`config.mk`:
```
export PLATFORM = sky130hd
export DESIGN_NAME = cla_pipe_adder
export DESIGN_NICKNAME = d
export VERILOG_FILES = /design/src/rtl/cla_pipe_adder.sv
export SDC_FILE = /design/constraint.sdc
export NUM_CORES = 1
export LEC_CHECK = 0
export ABC_AREA = 1
export ABC_CLOCK_PERIOD_IN_PS = 1920
export BUFFER_PORTS_ARGS = -buffer_cell sky130_fd_sc_hd__buf_2
export CORE_UTILIZATION = 53
export DETAILED_ROUTE_END_ITERATION = 8
export GPL_TIMING_DRIVEN = 0
export PLACE_DENSITY = 0.74
export SLEW_MARGIN = 10
export SYNTH_ARGS = -nofsm -noshare
export SYNTH_HDL_FRONTEND = slang
export SYNTH_SLANG_ARGS = --single-unit
export TNS_END_PERCENT = 20
```
`constraint.sdc`:
```
create_clock -name clk -period 1.92 [get_ports clk]
set_input_delay 0.096 -clock clk [delete_from_list [all_inputs] [get_ports clk]]
set_output_delay 0.096 -clock clk [all_outputs]
set_load 0.1 [all_outputs]
```
`src/rtl/cla_pipe_adder.sv`:
```
// Two-stage pipelined block carry-lookahead adder/subtractor with valid/ready on both sides.
// Stage 1 forms bit and 4-bit group generate/propagate; stage 2 resolves carries and flags.
module cla_pipe_adder #(
    parameter int WIDTH = 16,
    parameter int GROUP = 4
) (
    input  logic             clk,
    input  logic             rst_n,
    input  logic             in_valid,
    output logic             in_ready,
    input  logic [WIDTH-1:0] a,
    input  logic [WIDTH-1:0] b,
    input  logic             cin,
    input  logic             sub,
    output logic             out_valid,
    input  logic             out_ready,
    output logic [WIDTH-1:0] sum,
    output logic             cout,
    output logic             ovf,
    output logic             zero
);

    localparam int NG = WIDTH / GROUP;

    generate
        if (GROUP != 4) begin : g_group_chk
            $error("cla_pipe_adder: GROUP must be 4");
        end
        if ((WIDTH % 4) != 0 || WIDTH < 4 || WIDTH > 64) begin : g_width_chk
            $error("cla_pipe_adder: WIDTH must be a multiple of 4 in 4..64");
        end
    endgenerate

    logic s2_en;
    logic s1_en;
    logic s1_valid_q;
    logic out_valid_q;

    assign s2_en    = ~out_valid_q | out_ready;
    assign s1_en    = ~s1_valid_q | s2_en;
    assign in_ready = s1_en;

    // Stage 1: subtraction is A + ~B + 1, so only B and the carry-in are conditioned.
    logic [WIDTH-1:0] bb;
    logic [WIDTH-1:0] p_d, g_d;
    logic [NG-1:0]    gg_d, gp_d;
    logic             c0_d;

    assign bb   = sub ? ~b : b;
    assign c0_d = sub | cin;
    assign p_d  = a ^ bb;
    assign g_d  = a & bb;

    genvar gi;
    generate
        for (gi = 0; gi < NG; gi++) begin : g_grp1
            localparam int B = gi * 4;
            assign gg_d[gi] = g_d[B+3]
                            | (p_d[B+3] & g_d[B+2])
                            | (p_d[B+3] & p_d[B+2] & g_d[B+1])
                            | (p_d[B+3] & p_d[B+2] & p_d[B+1] & g_d[B]);
            assign gp_d[gi] = &p_d[B+3:B];
        end
    endgenerate

    logic [WIDTH-1:0] p_q, g_q;
    logic [NG-1:0]    gg_q, gp_q;
    logic             c0_q, a_msb_q, bb_msb_q;

    always_ff @(posedge clk or negedge rst_n) begin
        if (!rst_n) begin
            s1_valid_q <= 1'b0;
            p_q        <= '0;
            g_q        <= '0;
            gg_q       <= '0;
            gp_q       <= '0;
            c0_q       <= 1'b0;
            a_msb_q    <= 1'b0;
            bb_msb_q   <= 1'b0;
        end else if (s1_en) begin
            s1_valid_q <= in_valid;
            if (in_valid) begin
                p_q      <= p_d;
                g_q      <= g_d;
                gg_q     <= gg_d;
                gp_q     <= gp_d;
                c0_q     <= c0_d;
                a_msb_q  <= a[WIDTH-1];
                bb_msb_q <= bb[WIDTH-1];
            end
        end
    end

    // Second-level lookahead: each group carry is a flat sum of products over GG/GP/c0.
    logic [NG:0] gc;

    always_comb begin
        logic acc;
        logic term;
        gc    = '0;
        acc   = 1'b0;
        term  = 1'b0;
        gc[0] = c0_q;
        for (int k = 1; k <= NG; k++) begin
            acc = c0_q;
            for (int i = 0; i < k; i++) acc = acc & gp_q[i];
            for (int j = 0; j < k; j++) begin
                term = gg_q[j];
                for (int i = j + 1; i < k; i++) term = term & gp_q[i];
                acc = acc | term;
            end
            gc[k] = acc;
        end
    end

    logic [WIDTH-1:0] carry_vec;
    logic [WIDTH-1:0] sum_d;
    logic             cout_d, ovf_d, zero_d;

    generate
        for (gi = 0; gi < NG; gi++) begin : g_grp2
            localparam int B = gi * 4;
            assign carry_vec[B]   = gc[gi];
            assign carry_vec[B+1] = g_q[B] | (p_q[B] & gc[gi]);
            assign carry_vec[B+2] = g_q[B+1] | (p_q[B+1] & g_q[B])
                                  | (p_q[B+1] & p_q[B] & gc[gi]);
            assign carry_vec[B+3] = g_q[B+2] | (p_q[B+2] & g_q[B+1])
                                  | (p_q[B+2] & p_q[B+1] & g_q[B])
                                  | (p_q[B+2] & p_q[B+1] & p_q[B] & gc[gi]);
        end
    endgenerate

    assign sum_d  = p_q ^ carry_vec;
    assign cout_d = gc[NG];
    assign ovf_d  = (a_msb_q == bb_msb_q) && (sum_d[WIDTH-1] != a_msb_q);
    assign zero_d = ~|sum_d;

    logic [WIDTH-1:0] sum_q;
    logic             cout_q, ovf_q, zero_q;

    always_ff @(posedge clk or negedge rst_n) begin
        if (!rst_n) begin
            out_valid_q <= 1'b0;
            sum_q       <= '0;
            cout_q      <= 1'b0;
            ovf_q       <= 1'b0;
            zero_q      <= 1'b1;
        end else if (s2_en) begin
            out_valid_q <= s1_valid_q;
            if (s1_valid_q) begin
                sum_q  <= sum_d;
                cout_q <= cout_d;
                ovf_q  <= ovf_d;
                zero_q <= zero_d;
            end
        end
    end

    assign out_valid = out_valid_q;
    assign sum       = sum_q;
    assign cout      = cout_q;
    assign ovf       = ovf_q;
    assign zero      = zero_q;

endmodule

```
==> flow_metrics.py, run 1 <==
metrics = {
    "timing": {
        "finalSetupTns_ps": 0,
        "skew_ps": 4.49,
        "drv_slew": 0,
        "setup_ws_ps": 114,
        "post-route-min-period_ps": 1810,
        "hold_viol_final": 0,
        "fmax_mhz": 554,
        "rsz0062_at_grt": "false",
        "worst_slew_pin_slew_ps": 729,
        "setup_violations": 0,
        "finalCritPeriodShare": 0.941,
        "relSlewSlack": 0.514,
    },
    "worst_setup_path": {
        "critPathRequiredTime_ps": 2190,
        "r2r_setup_slack_ps": 110,
        "critical_path_depth": 12,
        "ff2ff_path_depth": 12,
        "cp_top_family": "simple AND/OR/NAND/NOR gates",
        "critPathBufInv": 1,
        "crit_arrival_ps": 2070,
        "worst-path-max-fanout": 5,
        "worstSetupEndpoint": "zero$_DFFE_PN1P_",
        "r2r_start": "c0_q$_DFFE_PN0P_",
        "crit_chain": "nand3_2, nand3_4, nand2_4, nand2_4, ha_1, inv_1, nand3_1, nor2_1, nand4_1, nor2_1, nand3_1, o21bai_2",
        "endpoint_kind": "register",
        "slowest_stage": "dfrtp_2",
        "crit_start": "c0_q$_DFFE_PN0P_",
        "worstSetupPathType": "register to register",
        "critical_path.max_stage_delay_ps": 450,
        "crit-reg2reg-capture": "zero$_DFFE_PN1P_",
        "start_kind": "register",
    },
    "grt": {
        "gr-total-overflow": 0,
        "antenna_found_initial": 0,
        "grt_max_degree": 61,
        "grtUsageTotal": 0.261,
        "grt_pass1_vias": 2649,
        "grt_pass1_wl_um": 12500,
    },
    "route": {
        "met3_length_um": 470,
        "postRouteWirelength_um": 7600,
        "drtIter0Drc": 188,
        "avgViaCountPerCell": 5.31,
        "maxUsedRoutingLayer": "met4",
        "wl_met1_um": 3490,
        "ant_nets": 0,
        "vias": 2891,
        "remaining_drc_errors": 0,
        "first_pass_iters": 4,
        "wl_met2_um": 3540,
        "routedWlPerCell_um": 14.0,
    },
    "synthesis": {
        "ys_warn_count": 0,
        "syn_nets": 453,
        "yosysTopAreaCellShare": 0.451,
        "ys_ff_latch": 60,
        "async_reset_ff_frac": 1.00,
        "synth_area_um2": 3270,
        "yosys.area.top_type": "dfrtp_1",
        "ys_seq_area_frac": 0.459,
        "synth-main-ff-cell": "dfrtp_1",
        "avgSynthCellArea_um2": 8.29,
        "synth_edf_count": 0,
        "synth_area_leaders": "dfrtp_1 (45%), nand2_1 (14%), ha_1 (7.6%)",
        "ys_types": 28,
        "syn_inst": 395,
    },
    "die": {
        "ioPinCount": 59,
        "dieArea_um2": 6490,
        "fp.dieW_um": 80.6,
        "rows": 28,
        "start_util": 0.550,
        "core_um2": 5960,
        "dieHeight_um": 80.6,
    },
    "final_layout": {
        "layout_common_cells": "nand2_1 (119), buf_2 (64), dfrtp_1 (57), inv_1 (37), o21ai_0 (33)",
        "utilization": 0.654,
        "finalNonFillerCells": 544,
        "syn2layout_area_growth_pct": 18.9,
        "diodes": 0,
        "fin_area_um2": 3890,
        "layout_commonest_cell": "nand2_1",
        "drive_gt1_frac": 0.211,
        "nNetsFinal": 523,
        "nFillCells": 507,
    },
    "power": {
        "p_per_area_nw_per_um2": 1420,
        "p_leak_nw": 2.07,
        "vdd_drop_max_mv": 1.24,
    },
    "placement": {
        "io_buffers": 57,
        "placed_area_um2": 3670,
        "hpwl_um": 5620,
        "dpl_worst_slack_ps": 62.5,
        "dpl.cell_count": 527,
        "gp_congestion": 0.874,
    },
    "hold_path": {
        "holdCritPathClass": "input pin to register",
    },
    "run_status": {
        "outcome": "completed",
    },
    "clock_tree": {
        "cts_tree": "built",
        "clk_pin_slew_ps": 60,
        "clockBufferDepth": 2,
        "clockRootBuffer": "clkbuf_8",
        "numCtsBuffers": 9,
        "clk-insertion-delay-late_ps": 330,
        "cts_setup_buffers": 0,
        "cts_sinks": 60,
        "htree_levels": 3,
    },
    "flow_run": {
        "drv_cap": 0,
    },
}
## routing by layer
metal  vias to the layer above  global-route usage
li1                       1426                   -
met1                      1365               0.352
met2                        90               0.412
met3                        10              0.0455
met4                         0               0.109
met5                         -                   0
## through the flow
stage	power, W	hold slack [ps]
2_1_floorplan	0.00386	-200
3_3_place_gp	0.00433	330
3_5_place_dp	0.00438	212
4_1_cts	0.00555	45.5
5_1_grt	0.00584	90.9
6_report	0.00553	51.1
## worst min path at each step
stage                         start                endpoint  slack [ps]  cells after the start
final                     out_ready  s1_valid_q$_DFFE_PN0N_          50                      4
after global routing      out_ready  s1_valid_q$_DFFE_PN0N_          90                      4
after CTS                       cin        c0_q$_DFFE_PN0P_          50                      3
after detailed placement      rst_n      sum[3]$_DFFE_PN0P_         210                      1
after global placement        a[15]     a_msb_q$_DFFE_PN0P_         330                      3
after floorplan               rst_n     a_msb_q$_DFFE_PN0P_        -200                      0
## cell usage after synthesis (3+ instances only)
cell type and count:
a21oi_1 9, a221oi_1 3, a31oi_1 13, buf_2 8, clkbuf_1 4, dfrtp_1 59
ha_1 20, inv_1 37, nand2_1 119, nand2_2 4, nand2_4 4, nand3_1 17
nand4_1 4, nor2_1 28, o21ai_0 34, xor2_1 16
## state kept, by name, indices dropped and copies added (netlist names), 4 cells and up
| register | flops |
|---|---|
| gp_q | 4 |
| sum | 16 |
| p_q | 16 |
| gg_q | 4 |
| g_q | 12 |
## kinds of logic after synthesis
| kind of cell | count (synthesis) | share of synthesized area |
|---|---|---|
| xor+xnor | 16 | 0.0428 |
| fa+ha+maj | 20 | 0.0765 |
| buf+inv | 51 | 0.0615 |
| flops | 60 | 0.459 |
| compound gates | 68 | 0.123 |
| simple gates | 180 | 0.237 |
## timing repair
action / CTS / global route
hold buffers: 2 / 0
resized for setup: 0 / 2
hold endpoints to repair: 60 / 0
setup endpoints to repair: 0 / 1
## power by group
part	switching, W	internal, W
Sequential	0.000214	0.00158
Clock	0.000456	0.000700
Combinational	0.00205	0.000536
## worst min-delay path, cell delays in order
cell and delay [ps]:
buf_2 70, inv_1 60, nand3_4 70, nand2_1 50
## final cells by class
class / count / area, um^2 / area share
multi-input combinational: 284 / 1580 / 0.406
clock inverter: 1 / 30.0 / 0.00771
sequential: 60 / 1510 / 0.387
tap: 75 / 93.8 / 0.0241
buffer: 12 / 55.1 / 0.0141
inverter: 39 / 146 / 0.0376
timing repair buffer: 59 / 308 / 0.0791
clock buffer: 14 / 173 / 0.0444
Power figures use the tool's default switching activity.
==> inputs of run 2 (changes only) <==
==> constraint.sdc (replaced) <==
create_clock -name clk -period 1.92 [get_ports clk]
set_input_delay 0.096 -clock clk [delete_from_list [all_inputs] [get_ports clk]]
set_output_delay 0.096 -clock clk [all_outputs]
set_load 0.01 [all_outputs]
==> flow_metrics.py, run 2 (synthesized netlist as in run 1, its figures left out) <==
metrics = {
    "die": {
        "dieHeight_um": 80.6,
        "fp.dieW_um": 80.6,
        "dieArea_um2": 6490,
        "rows": 28,
        "start_util": 0.550,
        "ioPinCount": 59,
        "core_um2": 5960,
    },
    "placement": {
        "hpwl_um": 5610,
        "io_buffers": 57,
        "dpl.cell_count": 527,
        "gp_congestion": 0.850,
        "placed_area_um2": 3650,
    },
    "worst_setup_path": {
        "start_kind": "register",
        "worstSetupPathType": "register to register",
        "worst-path-max-fanout": 5,
        "endpoint_kind": "register",
        "crit_arrival_ps": 2090,
        "critPathRequiredTime_ps": 2190,
    },
    "clock_tree": {
        "clk_pin_slew_ps": 60,
        "cts_tree": "built",
        "clockBufferDepth": 2,
        "clk-insertion-delay-late_ps": 340,
        "numCtsBuffers": 9,
        "clockRootBuffer": "clkbuf_8",
        "htree_levels": 3,
        "cts_sinks": 60,
    },
    "power": {
        "p_int_w": 0.00272,
        "vdd_drop_max_mv": 0.618,
        "p_leak_nw": 2.07,
        "pwr-share-clk": 0.255,
        "switching_share": 0.357,
        "p_per_area_nw_per_um2": 1090,
        "p_seq_frac": 0.422,
        "switching_power_w": 0.00151,
        "share_comb_of_total_power": 0.323,
    },
    "route": {
        "vias": 2820,
        "drtIter0Drc": 231,
        "remaining_drc_errors": 0,
        "postRouteWirelength_um": 7520,
        "avgViaCountPerCell": 5.17,
        "first_pass_iters": 4,
        "routedWlPerCell_um": 13.8,
        "ant_nets": 0,
    },
    "timing": {
        "relSlewSlack": 0.509,
        "drv_slew": 0,
        "setup_violations": 0,
        "finalCritPeriodShare": 0.945,
        "post-route-min-period_ps": 1820,
        "fmax_mhz": 551,
        "worst_slew_pin_slew_ps": 736,
        "skew_ps": 9.99,
        "hold_viol_final": 0,
    },
    "final_layout": {
        "seqCellArea_um2": 1500,
        "layout_commonest_cell": "nand2_1",
        "layout_common_cells": "nand2_1 (118), buf_2 (64), dfrtp_1 (58), inv_1 (37), o21ai_0 (33)",
        "drive_gt1_frac": 0.215,
        "nNetsFinal": 523,
        "finalNonFillerCells": 545,
        "syn2layout_area_growth_pct": 18.3,
        "diodes": 0,
        "fin_area_um2": 3870,
        "multi_input_area_um2": 1580,
        "nFillCells": 521,
    },
    "run_status": {
        "outcome": "completed",
    },
    "flow_run": {
        "drv_cap": 0,
    },
    "grt": {
        "grt_pass1_vias": 2625,
        "grt_max_degree": 61,
        "grtUsageTotal": 0.258,
        "gr-total-overflow": 0,
        "antenna_found_initial": 0,
        "grt_pass1_wl_um": 12300,
    },
    "hold_path": {
        "holdCritPathClass": "input pin to register",
    },
}
-- run 2: repair_timing --
| item | CTS | global route |
|---|---|---|
| resized for setup | 1 | 3 |
| buffers inserted | 0 | 1 |
| hold buffers | 1 | 0 |
| endpoints found under the setup margin | 1 | 1 |
| hold endpoints to repair | 59 | 0 |
-- run 2: final timing paths --
check	startpoint	to	slack, ps	cells after the start
min	out_ready	out_valid$_DFFE_PN0P_	30	4
min reg2reg	ovf$_DFFE_PN0P_	ovf$_DFFE_PN0P_	470	2
max in group asynchronous	rst_n	c0_q$_DFFE_PN0P_	1040	2
max reg2reg	c0_q$_DFFE_PN0P_	zero$_DFFE_PN1P_	100	12
max	c0_q$_DFFE_PN0P_	zero$_DFFE_PN1P_	100	12
min in group asynchronous	rst_n	g_q[0]$_DFFE_PN0P_	370	2
-- run 2: power by group through the flow --
stage	Sequential, W	Clock [W]	Combinational [W]
after floorplan	0.00186	0	0.000805
after detailed placement	0.00181	0	0.00135
after global placement	0.00179	0	0.00132
final	0.00179	0.00108	0.00137
after global routing	0.00183	0.00115	0.00156
after CTS	0.00179	0.00109	0.00137
-- run 2: routing by layer --
| layer | track usage | up-vias | part of all wire |
|---|---|---|---|
| li1 | - | 1431 | - |
| met1 | 0.340 | 1296 | 0.45 |
| met2 | 0.419 | 82 | 0.47 |
| met3 | 0.0386 | 11 | 0.061 |
| met4 | 0.113 | 0 | 0.017 |
| met5 | 0 | - | 0 |
-- run 2: layout make-up --
cell class                      instances  share of cell area
Buffer                                 12              0.0142
Clock inverter                          1             0.00129
Tap cell                               75              0.0242
Inverter                               39              0.0378
Clock buffer                           15              0.0482
Timing Repair Buffer                   59              0.0789
Multi-Input combinational cell        284               0.407
Sequential cell                        60               0.388
-- run 2: critical path, cell delays in order (launching register included) --
cell      delay [ps]
dfrtp_2          430
nand3_2          100
nand3_4           90
nand2_4           80
nand2_4           80
ha_1             290
inv_1             90
nand3_1           80
nor2_1           100
nand4_1          110
nor2_1           100
nand3_1           80
o21bai_2         120
-- run 2: metrics by stage --
| stage | worst slack (ps) | total power (W) | utilization | hold slack, ps | setup TNS (ps) |
|---|---|---|---|---|---|
| after floorplan | 260 | 0.00266 | - | -200 | 0 |
| after global placement | 80.3 | 0.00311 | 0.613 | 330 | 0 |
| after detailed placement | 15.6 | 0.00316 | 0.614 | 215 | 0 |
| after CTS | 32.4 | 0.00425 | 0.647 | 24.0 | 0 |
| after global routing | -3.52 | 0.00454 | 0.650 | 41.8 | -3.52 |
| final | 105 | 0.00424 | 0.650 | 26.4 | 0 |
